`src/rtl/led_blink.sv`:
```
// Free-running 4-bit LED stepper: a prescaler divides sysclk by DIV, each tick advances the step.
// Define LED_BLINK_GRAY_EN to drive led with the Gray-coded step instead of the binary step.
module led_blink #(
  parameter int unsigned DIV   = 32'd62500000,
  parameter int unsigned CNT_W = 32
) (
  input  logic       sysclk,
  input  logic       rst,
  output logic [3:0] led
);

  // Terminal count kept at full prescaler width so the compare never drops bits.
  localparam logic [CNT_W-1:0] CntMax = CNT_W'(DIV - 32'd1);

  logic [CNT_W-1:0] cnt_q, cnt_d;
  logic [3:0]       step_q, step_d;
  logic [3:0]       led_q, led_d;
  logic             tick;

  assign tick = (cnt_q == CntMax);

  always_comb begin
    cnt_d = cnt_q + CNT_W'(1);
    if (tick) begin
      cnt_d = '0;
    end
  end

  always_comb begin
    step_d = step_q;
    if (tick) begin
      step_d = step_q + 4'd1;
    end
  end

  // Encoding is derived from step_d so led lands on the same edge as the step counter.
`ifdef LED_BLINK_GRAY_EN
  always_comb begin
    led_d = step_d ^ (step_d >> 1);
  end
`else
  always_comb begin
    led_d = step_d;
  end
`endif

  always_ff @(posedge sysclk or posedge rst) begin
    if (rst) begin
      cnt_q  <= '0;
      step_q <= 4'd0;
      led_q  <= 4'd0;
    end else begin
      cnt_q  <= cnt_d;
      step_q <= step_d;
      led_q  <= led_d;
    end
  end

  assign led = led_q;

endmodule

```
`config.mk`:
```
export PLATFORM = sky130hd
export DESIGN_NAME = led_blink
export DESIGN_NICKNAME = d
export VERILOG_FILES = /design/src/rtl/led_blink.sv
export SDC_FILE = /design/constraint.sdc
export NUM_CORES = 1
export LEC_CHECK = 0
export ABC_AREA = 1
export BUFFER_PORTS_ARGS = -buffer_cell sky130_fd_sc_hd__buf_2
export CAP_MARGIN = 30
export CORE_UTILIZATION = 50
export CTS_BUF_LIST = sky130_fd_sc_hd__clkbuf_8
export DETAILED_ROUTE_END_ITERATION = 12
export PLACE_DENSITY = 0.66
export SYNTH_ARGS = -nofsm -noshare
export SYNTH_HDL_FRONTEND = slang
export SYNTH_SLANG_ARGS = --single-unit
```
`constraint.sdc`:
```
create_clock -name sysclk -period 1.9 [get_ports sysclk]
set_clock_uncertainty 0.1 [all_clocks]
set_input_delay 0.38 -clock sysclk [delete_from_list [all_inputs] [get_ports sysclk]]
set_output_delay 0.38 -clock sysclk [all_outputs]
set_load 0.01 [all_outputs]
```
[After elaboration in Yosys (flattened, before gate mapping)]
Cells that the tools add are included.
Storage, ports and cells
  flip-flop bits (word level): 36
  input bits: 2
  output and inout port bits: 4
  logic and storage cells: 6
Cells by class
  add/sub/neg operators: 2
  equality and inequality tests: 1
  mux-type cells: 1
Operator list (number)
  $add A32 B1 Y32 const B: 1
  $eq A32 B26 Y1 const B: 1
  $mux W32: 1
  $add A4 B1 Y4 const B: 1

[Longest topological paths before layout]
Gate-level depths: netlist (run 1).
  depth after elaboration: 2
  mapped depth: 9
  gate-level depth less buffers: 9

[Least setup slack after synthesis (run 1)]
Ideal clock, no wire load.
  path type: register to register
  start point: reg cnt_q[0]
  end point: reg cnt_q[10]
  setup time: 118 ps
  arrival time: 1210 ps
  required time: 1682 ps
  path slack: 472 ps
  stages on the path, launching flop included: 9
  buffers on the path: 0
  clock period less this slack: 1428 ps
  cells stage by stage: dfrtp_1 > ha_1 > nand2_2 > nor2_4 > nand2_1 > nor2_2 > nand2_4 > clkinv_4 > nor2_1
Between the ends
  word-level cells in the longest chain between the ends: 2
  elaborated cells on any way between the ends: 3
  those cells by class: 1 x add/sub; 1 x eq/ne; 1 x mux
RTL lines
  from (decl): line 15  | logic [CNT_W-1:0] cnt_q, cnt_d;
  from (signal assigned): line 53  | cnt_q <= cnt_d;
  $add A32 B1 Y32 or $eq A32 B26 Y1 (tied branches): line 23, 20
  $mux W32 (*): line 24  | if (tick) begin
  named net cnt_d[10]: line 15
Mark *: on every way through the listed nets, which the timed path passes. The rest lies on a longest branch.
A chain may end at the register's enable or synchronous reset.

[Worst setup path in the final report (run 1)]
Same ends and word-level chain as after synthesis.

==> flow_metrics.py, run 1 <==
metrics = {
    "worst_setup_path": {
        "crit_end": "cnt_q[10]$_DFF_PP0_",
        "worst_setup_path_startpoint": "cnt_q[0]$_DFF_PP0_",
        "timing.critical_path.fanout_max": 10,
        "ff2ff_path_depth": 8,
        "ff2ff_setup_slack_ps": 240,
        "timing.rr.end": "cnt_q[10]$_DFF_PP0_",
        "end_kind": "flop",
        "setup.worst_path.start_class": "flop",
        "timing.critical_path.arrival_ps": 1740,
        "worst_path_required_ps": 1980,
        "critical_path.reg2reg.startpoint": "cnt_q[0]$_DFF_PP0_",
        "worstSetupPathType": "flop to flop",
    },
    "placed_design": {
        "pre_cts_ws_ps": 218,
        "post-dp-hpwl_um": 3480,
        "postPlaceCellArea_um2": 2340,
        "gp_congestion": 0.873,
        "placed_cells": 381,
        "port_buffers": 5,
    },
    "clock_network": {
        "clock_insertion_delay_worst_skew_ps": 290,
        "ctsHtreeMaxLevel": 2,
        "cts_repair_resized_insts": 0,
        "cts_root_buf": "sky130_fd_sc_hd__clkbuf_8",
        "clock_path_buffers": 2,
        "postCtsSetupBuffers": 0,
        "numCtsBuffers": 5,
        "clk_transition_reported_paths_ps": 80,
        "hold_buffers": 0,
        "cts.sinks": 36,
        "clock_tree_from_tritoncts": "built",
    },
    "grt": {
        "grt_pass1_vias": 1751,
        "antenna_found_initial": 0,
        "wire_length_of_the_first_global_routing_pass_um": 8060,
        "pin_count_of_the_biggest_net_entering_global_routing": 37,
        "grt_overflow": 0,
        "grtUsageTotal_pct": 21.3,
    },
    "detailed_routing": {
        "vias": 1863,
        "route.detailed.drc": 0,
        "wire_per_inst_um": 11.7,
        "violation_count_after_the_first_detailed_routing_iteration": 105,
        "drtPass1Iterations": 4,
        "wirelength_um": 4540,
        "detail-route-antenna-nets": 0,
        "drt-vias-per-instance": 4.79,
    },
    "run_status": {
        "status": "complete, no violations",
    },
    "sta": {
        "total_neg_setup_slack_ps": 0,
        "tightest_slew_ps": 454,
        "fin_crit_sh_pct": 87.6,
        "period_needed_ps": 1660,
        "grt_setup_unrepaired": "false",
        "finalHoldViolations": 0,
        "post-route-worst-setup-slack_ps": 236,
        "finalSetupViolations": 0,
        "drv_slew": 0,
        "timing.slew.headroom_pct": 69.7,
        "fmax_mhz": 601,
    },
    "job": {
        "drv.max_cap_violation_count": 0,
    },
    "final_layout": {
        "final_layout_size_suffix_gt1_share_pct": 11.6,
        "layout.filler_cells": 419,
        "layout.cells.most_common_list": "sky130_fd_sc_hd__nand2_1 (103), sky130_fd_sc_hd__nor2_1 (64), sky130_fd_sc_hd__inv_1 (43)",
        "sequential_standard_cell_area_um2": 901,
        "nets": 340,
        "utilization_pct": 56.3,
        "multiInputGateArea_um2": 1180,
        "fin_cells": 389,
        "postLayoutCellArea_um2": 2450,
        "layout_commonest_cell": "sky130_fd_sc_hd__nand2_1",
        "synthToLayoutAreaGrowth_pct": 8.77,
        "num_antenna_cells": 0,
    },
    "synth": {
        "postSynthCellCount": 324,
        "avgSynthCellArea_um2": 6.95,
        "fraction_of_the_yosys_area_taken_by_sequential_cells_pct": 40.0,
        "synth.ff_latch_count": 36,
        "synth_largest_area_cell": "sky130_fd_sc_hd__dfrtp_1",
        "net_count_after_synthesis": 328,
        "yosys.cell_types.count": 20,
        "synthTopCellsByArea": "sky130_fd_sc_hd__dfrtp_1 (40%), sky130_fd_sc_hd__nand2_1 (17%), sky130_fd_sc_hd__nor2_1 (11%)",
        "yosysTopAreaCellShare_pct": 40.0,
        "yosys_warnings": 0,
        "synth_area_um2": 2250,
    },
    "die": {
        "design.die.area_um2": 4780,
        "io_pins": 6,
        "die_w_um": 69.1,
        "core_area_um2": 4350,
        "std_cell_rows": 24,
        "height_of_the_chip_um": 69.1,
        "initial_core_util_pct": 51.8,
    },
    "pwr": {
        "p_per_area_nw_per_um2": 592,
        "vdd_drop_max_mv": 0.427,
        "p_leak_uw": 0.00126,
    },
    "min_path": {
        "worstHoldPathType": "primary input to async pin",
    },
}
[area by class of cell]
class                           instances  area share (%)
Multi-Input combinational cell        244            48.1
Sequential cell                        36            36.8
Inverter                               43            6.79
Clock buffer                            5            2.81
Tap cell                               52            2.65
Clock inverter                          3            1.58
Timing Repair Buffer                    6            1.33
[cells in the mapped netlist]
master,n
sky130_fd_sc_hd__o21bai_1,1
sky130_fd_sc_hd__nand2_1,103
sky130_fd_sc_hd__xnor2_1,1
sky130_fd_sc_hd__o21ai_0,2
sky130_fd_sc_hd__ha_1,2
sky130_fd_sc_hd__and2_1,1
sky130_fd_sc_hd__nand2_2,10
sky130_fd_sc_hd__nor2_1,64
sky130_fd_sc_hd__inv_1,42
sky130_fd_sc_hd__buf_4,1
sky130_fd_sc_hd__dfrtp_1,36
sky130_fd_sc_hd__nand3_1,22
sky130_fd_sc_hd__clkinv_4,1
sky130_fd_sc_hd__xor2_1,14
sky130_fd_sc_hd__nor2_2,4
sky130_fd_sc_hd__nor2_4,9
sky130_fd_sc_hd__a21oi_1,6
sky130_fd_sc_hd__nand2_4,2
sky130_fd_sc_hd__nand3b_1,2
sky130_fd_sc_hd__nor3_1,1
[worst max-delay path, cell delays in order (launching register included)]
cell and delay [ps]:
sky130_fd_sc_hd__dfrtp_1 380, sky130_fd_sc_hd__ha_1 210, sky130_fd_sc_hd__nand2_2 110, sky130_fd_sc_hd__nor2_4 170
sky130_fd_sc_hd__nand2_1 80, sky130_fd_sc_hd__nor2_2 210, sky130_fd_sc_hd__nand2_4 120, sky130_fd_sc_hd__clkinv_4 120
sky130_fd_sc_hd__nor2_1 50
[worst min-delay path by stage]
stage	to	slack (ps)	depth (start not counted)
detailed placement	cnt_q[0]$_DFF_PP0_	360	1
global route	led[3]$_DFFE_PP0N_	120	3
CTS	cnt_q[1]$_DFF_PP0_	100	3
global placement	cnt_q[0]$_DFF_PP0_	350	1
finish	cnt_q[1]$_DFF_PP0_	80	3
floorplan	cnt_q[0]$_DFF_PP0_	330	1
[where the power goes]
part | switching (uW) | internal [uW] | total, uW | leakage (uW)
clock | 284 | 384 | 668 | 0.0000593
sequential | 0 | 766 | 766 | 0.000489
combinational | 14.7 | 2.24 | 17.0 | 0.000715
total | 299 | 1150 | 1450 | 0.00126
[routing by layer]
layer / GRT usage [%] / up-vias / part of all wire [%]
met3: 3.95 / 8 / 2.5
met4: 7.03 / 0 / 1.6
met5: 0 / - / 0
met2: 31.5 / 30 / 41
li1: - / 997 / -
met1: 31.3 / 828 / 55
[sequential cells by signal, summed over array words and instances (netlist names)]
signal,count
cnt_q,32
led,4
[cell families after synthesis]
| group | Yosys count | synth area share (%) |
|---|---|---|
| compound gates | 9 | 2.11 |
| xor+xnor | 15 | 5.83 |
| fa+ha+maj | 2 | 1.11 |
| buf+inv | 44 | 7.72 |
| flops | 36 | 40.0 |
| simple gates | 218 | 43.3 |
[stage by stage]
step / total power [uW] / hold WS (ps)
floorplan: 792 / 329
global placement: 799 / 345
detailed placement: 799 / 363
CTS: 1470 / 98.2
global route: 1500 / 122
finish: 1450 / 77.5
Power figures use the tool's default switching activity.
==> inputs of run 2 (changes only) <==
--- a/config.mk
+++ b/config.mk
@@ -5,7 +5,6 @@
 export SDC_FILE = /design/constraint.sdc
 export NUM_CORES = 1
 export LEC_CHECK = 0
-export ABC_AREA = 1
 export BUFFER_PORTS_ARGS = -buffer_cell sky130_fd_sc_hd__buf_2
 export CAP_MARGIN = 30
 export CORE_UTILIZATION = 50
==> run 2 against run 1 <==
Hold slack better by 7.5 ps. Combinational power is essentially flat. Critical path depth shrank 3. Via count fell by 19%. Area after synthesis fell by 17%. Register-to-register slack got worse by 230 ps. Worst setup slack lost 230 ps. Maximum frequency decreased by 12%. Sequential cell count unchanged. Clock power fell by 19%. Cell area down 6.0%. Sequential share of layout area rose by 2.6 points. Highest routed layer unchanged.
==> flow_metrics.py, run 2 <==
metrics = {
    "final_layout": {
        "final_layout_size_suffix_gt1_share_pct": 29.5,
        "synthToLayoutAreaGrowth_pct": 22.8,
        "top_register": "cnt_q",
        "largest_reg_flops": 32,
        "nets": 220,
        "layout_commonest_cell": "sky130_fd_sc_hd__dfrtp_1",
        "utilization_pct": 66.5,
        "fin_cells": 263,
        "layout.filler_cells": 286,
        "layout.cells.most_common_list": "sky130_fd_sc_hd__dfrtp_1 (31), sky130_fd_sc_hd__buf_4 (22), sky130_fd_sc_hd__nand2_1 (15)",
        "num_antenna_cells": 0,
    },
    "detailed_routing": {
        "detail-route-antenna-nets": 0,
        "drt-vias-per-instance": 5.73,
        "violation_count_after_the_first_detailed_routing_iteration": 105,
        "drtPass1Iterations": 4,
        "route.detailed.drc": 0,
        "wirelength_um": 4050,
        "vias": 1507,
        "wire_per_inst_um": 15.4,
    },
    "clock_network": {
        "clk_transition_reported_paths_ps": 70,
        "clock_path_buffers": 2,
        "ctsHtreeMaxLevel": 2,
        "clock_insertion_delay_worst_skew_ps": 280,
        "cts_root_buf": "sky130_fd_sc_hd__clkbuf_8",
        "numCtsBuffers": 5,
        "cts.sinks": 36,
        "hold_buffers": 0,
        "clock_tree_from_tritoncts": "built",
    },
    "min_path": {
        "worstHoldPathType": "primary input to async pin",
    },
    "synth": {
        "yosysMostFrequentCell": "sky130_fd_sc_hd__dfrtp_1",
        "avgSynthCellArea_um2": 10.3,
        "fraction_of_the_yosys_area_taken_by_sequential_cells_pct": 48.0,
        "synth_area_um2": 1880,
        "postSynthCellCount": 182,
        "synthTopCellsByArea": "sky130_fd_sc_hd__dfrtp_1 (48%), sky130_fd_sc_hd__xnor2_1 (6.5%), sky130_fd_sc_hd__xor2_1 (5.1%)",
        "yosys.cell_types.count": 38,
        "yosysTopAreaCellShare_pct": 48.0,
        "asyncSetResetFlopFracSynth_pct": 100,
        "synth_enable_flop_cells": 0,
        "synth_flop_cell": "sky130_fd_sc_hd__dfrtp_1",
        "synth.ff_latch_count": 36,
        "net_count_after_synthesis": 186,
        "yosys_warnings": 0,
        "synth.cells.most_frequent": "sky130_fd_sc_hd__dfrtp_1 (36), sky130_fd_sc_hd__nand2_1 (15), sky130_fd_sc_hd__nor2_1 (14), sky130_fd_sc_hd__xnor2_1 (14), sky130_fd_sc_hd__nand4_1 (12)",
        "synth_largest_area_cell": "sky130_fd_sc_hd__dfrtp_1",
    },
    "grt": {
        "wire_length_of_the_first_global_routing_pass_um": 6950,
        "pin_count_of_the_biggest_net_entering_global_routing": 37,
        "grt_pass1_vias": 1456,
        "grtUsageTotal_pct": 22.7,
        "antenna_found_initial": 0,
        "grt_overflow": 0,
    },
    "die": {
        "die_w_um": 63.3,
        "core_area_um2": 3470,
        "height_of_the_chip_um": 63.3,
        "io_pins": 6,
        "std_cell_rows": 21,
        "initial_core_util_pct": 54.1,
        "design.die.area_um2": 4000,
    },
    "worst_setup_path": {
        "worst_path_required_ps": 2010,
        "timing.rr.end": "cnt_q[20]$_DFF_PP0_",
        "end_kind": "flop",
        "timing.critical_path.arrival_ps": 2010,
        "ff2ff_setup_slack_ps": 5,
        "crit_end": "cnt_q[20]$_DFF_PP0_",
        "critical_path.reg2reg.startpoint": "cnt_q[12]$_DFF_PP0_",
        "ff2ff_path_depth": 5,
        "setup.worst_path.start_class": "flop",
        "worst_setup_path_startpoint": "cnt_q[12]$_DFF_PP0_",
        "timing.critical_path.fanout_max": 5,
        "worstSetupPathType": "flop to flop",
    },
    "sta": {
        "timing.slew.headroom_pct": 69.8,
        "fmax_mhz": 528,
        "finalSetupViolations": 0,
        "drv_slew": 0,
        "fin_crit_sh_pct": 99.7,
        "fin_hold_ws_ps": 85.0,
        "finalHoldViolations": 0,
        "post-route-worst-setup-slack_ps": 4.84,
        "period_needed_ps": 1900,
        "grt_setup_unrepaired": "true",
        "tightest_slew_ps": 453,
    },
    "placed_design": {
        "placed_cells": 253,
        "port_buffers": 5,
        "post-dp-hpwl_um": 3000,
        "gp_congestion": 0.822,
        "pre_cts_ws_ps": -118,
    },
    "pwr": {
        "vdd_drop_max_mv": 0.359,
        "p_per_area_nw_per_um2": 574,
        "p_leak_uw": 0.00103,
    },
    "job": {
        "drv.max_cap_violation_count": 0,
    },
    "run_status": {
        "status": "complete, no violations",
    },
}
-- run 2: changes by cell type in the layout (fill, tap and decap cells not counted), sizes merged, moves of 4 or more --
cell   previous run  this run
buf               6        29
inv              43        10
nand2           115        15
nand3            22         9
nand4             0        15
nor2             77        14
nor3              1         8
nor4              0         8
o31ai             0         4
or3               0         5
or4               0         4
xnor2             1        14
-- run 2: cell families after synthesis --
family,Yosys count,synth area share [%]
fa+ha+maj,2,1.33
buf+inv,10,2.27
flops,36,48.0
mux,1,0.600
simple gates,91,29.7
xor+xnor,25,11.7
compound gates,17,6.40
-- run 2: stage by stage --
step	TNS [ps]	power [uW]	area, um2
after floorplan	0	792	1880
after global placement	0	798	2110
after detailed placement	-1080	799	2110
after CTS	0	1330	2250
after global routing	-134	1370	2300
final	0	1320	2300
-- run 2: power by group --
part           switching [uW]  internal, uW
sequential                  0           766
clock                     255           285
combinational            14.6          2.23
total                     269          1050
-- run 2: timing repair --
action                     4_1_cts  5_1_grt
pin swaps                        3        6
setup endpoints to repair       19       13
buffers inserted                 1        1
resized for setup                7       12
-- run 2: how the worst min path moves through the flow --
stage | start | endpoint | slack [ps] | cells after the start
after floorplan | cnt_q[31]$_DFF_PP0_ | cnt_q[31]$_DFF_PP0_ | 350 | 1
after global placement | led[3]$_DFFE_PP0N_ | led[3]$_DFFE_PP0N_ | 350 | 1
after detailed placement | cnt_q[31]$_DFF_PP0_ | cnt_q[31]$_DFF_PP0_ | 360 | 1
after CTS | rst | cnt_q[0]$_DFF_PP0_ | 100 | 3
after global routing | rst | cnt_q[9]$_DFF_PP0_ | 130 | 3
final | rst | cnt_q[0]$_DFF_PP0_ | 90 | 3
-- run 2: layout make-up --
| type | count | area (um2) | area share (%) |
|---|---|---|---|
| clock buffer | 6 | 82.6 | 3.58 |
| inverter | 8 | 30.0 | 1.30 |
| multi-input combinational | 136 | 1010 | 43.7 |
| tap | 46 | 57.6 | 2.50 |
| clock inverter | 2 | 7.51 | 0.326 |
| sequential | 36 | 907 | 39.4 |
| timing repair buffer | 29 | 213 | 9.23 |
-- run 2: critical path, stage by stage, from the launching register on --
cell	delay, ps
sky130_fd_sc_hd__dfrtp_1	400
sky130_fd_sc_hd__buf_6	140
sky130_fd_sc_hd__nand4_1	170
sky130_fd_sc_hd__or4_4	550
sky130_fd_sc_hd__or3_1	340
sky130_fd_sc_hd__a21oi_2	130
-- run 2: routing by layer --
layer / track usage (%) / part of all wire, % / vias to the layer above
met2: 37.5 / 49 / 28
met5: 0 / 0 / -
met4: 7.67 / 1.5 / 0
met1: 29.8 / 46 / 738
li1: - / - / 734
met3: 3.99 / 3.5 / 7
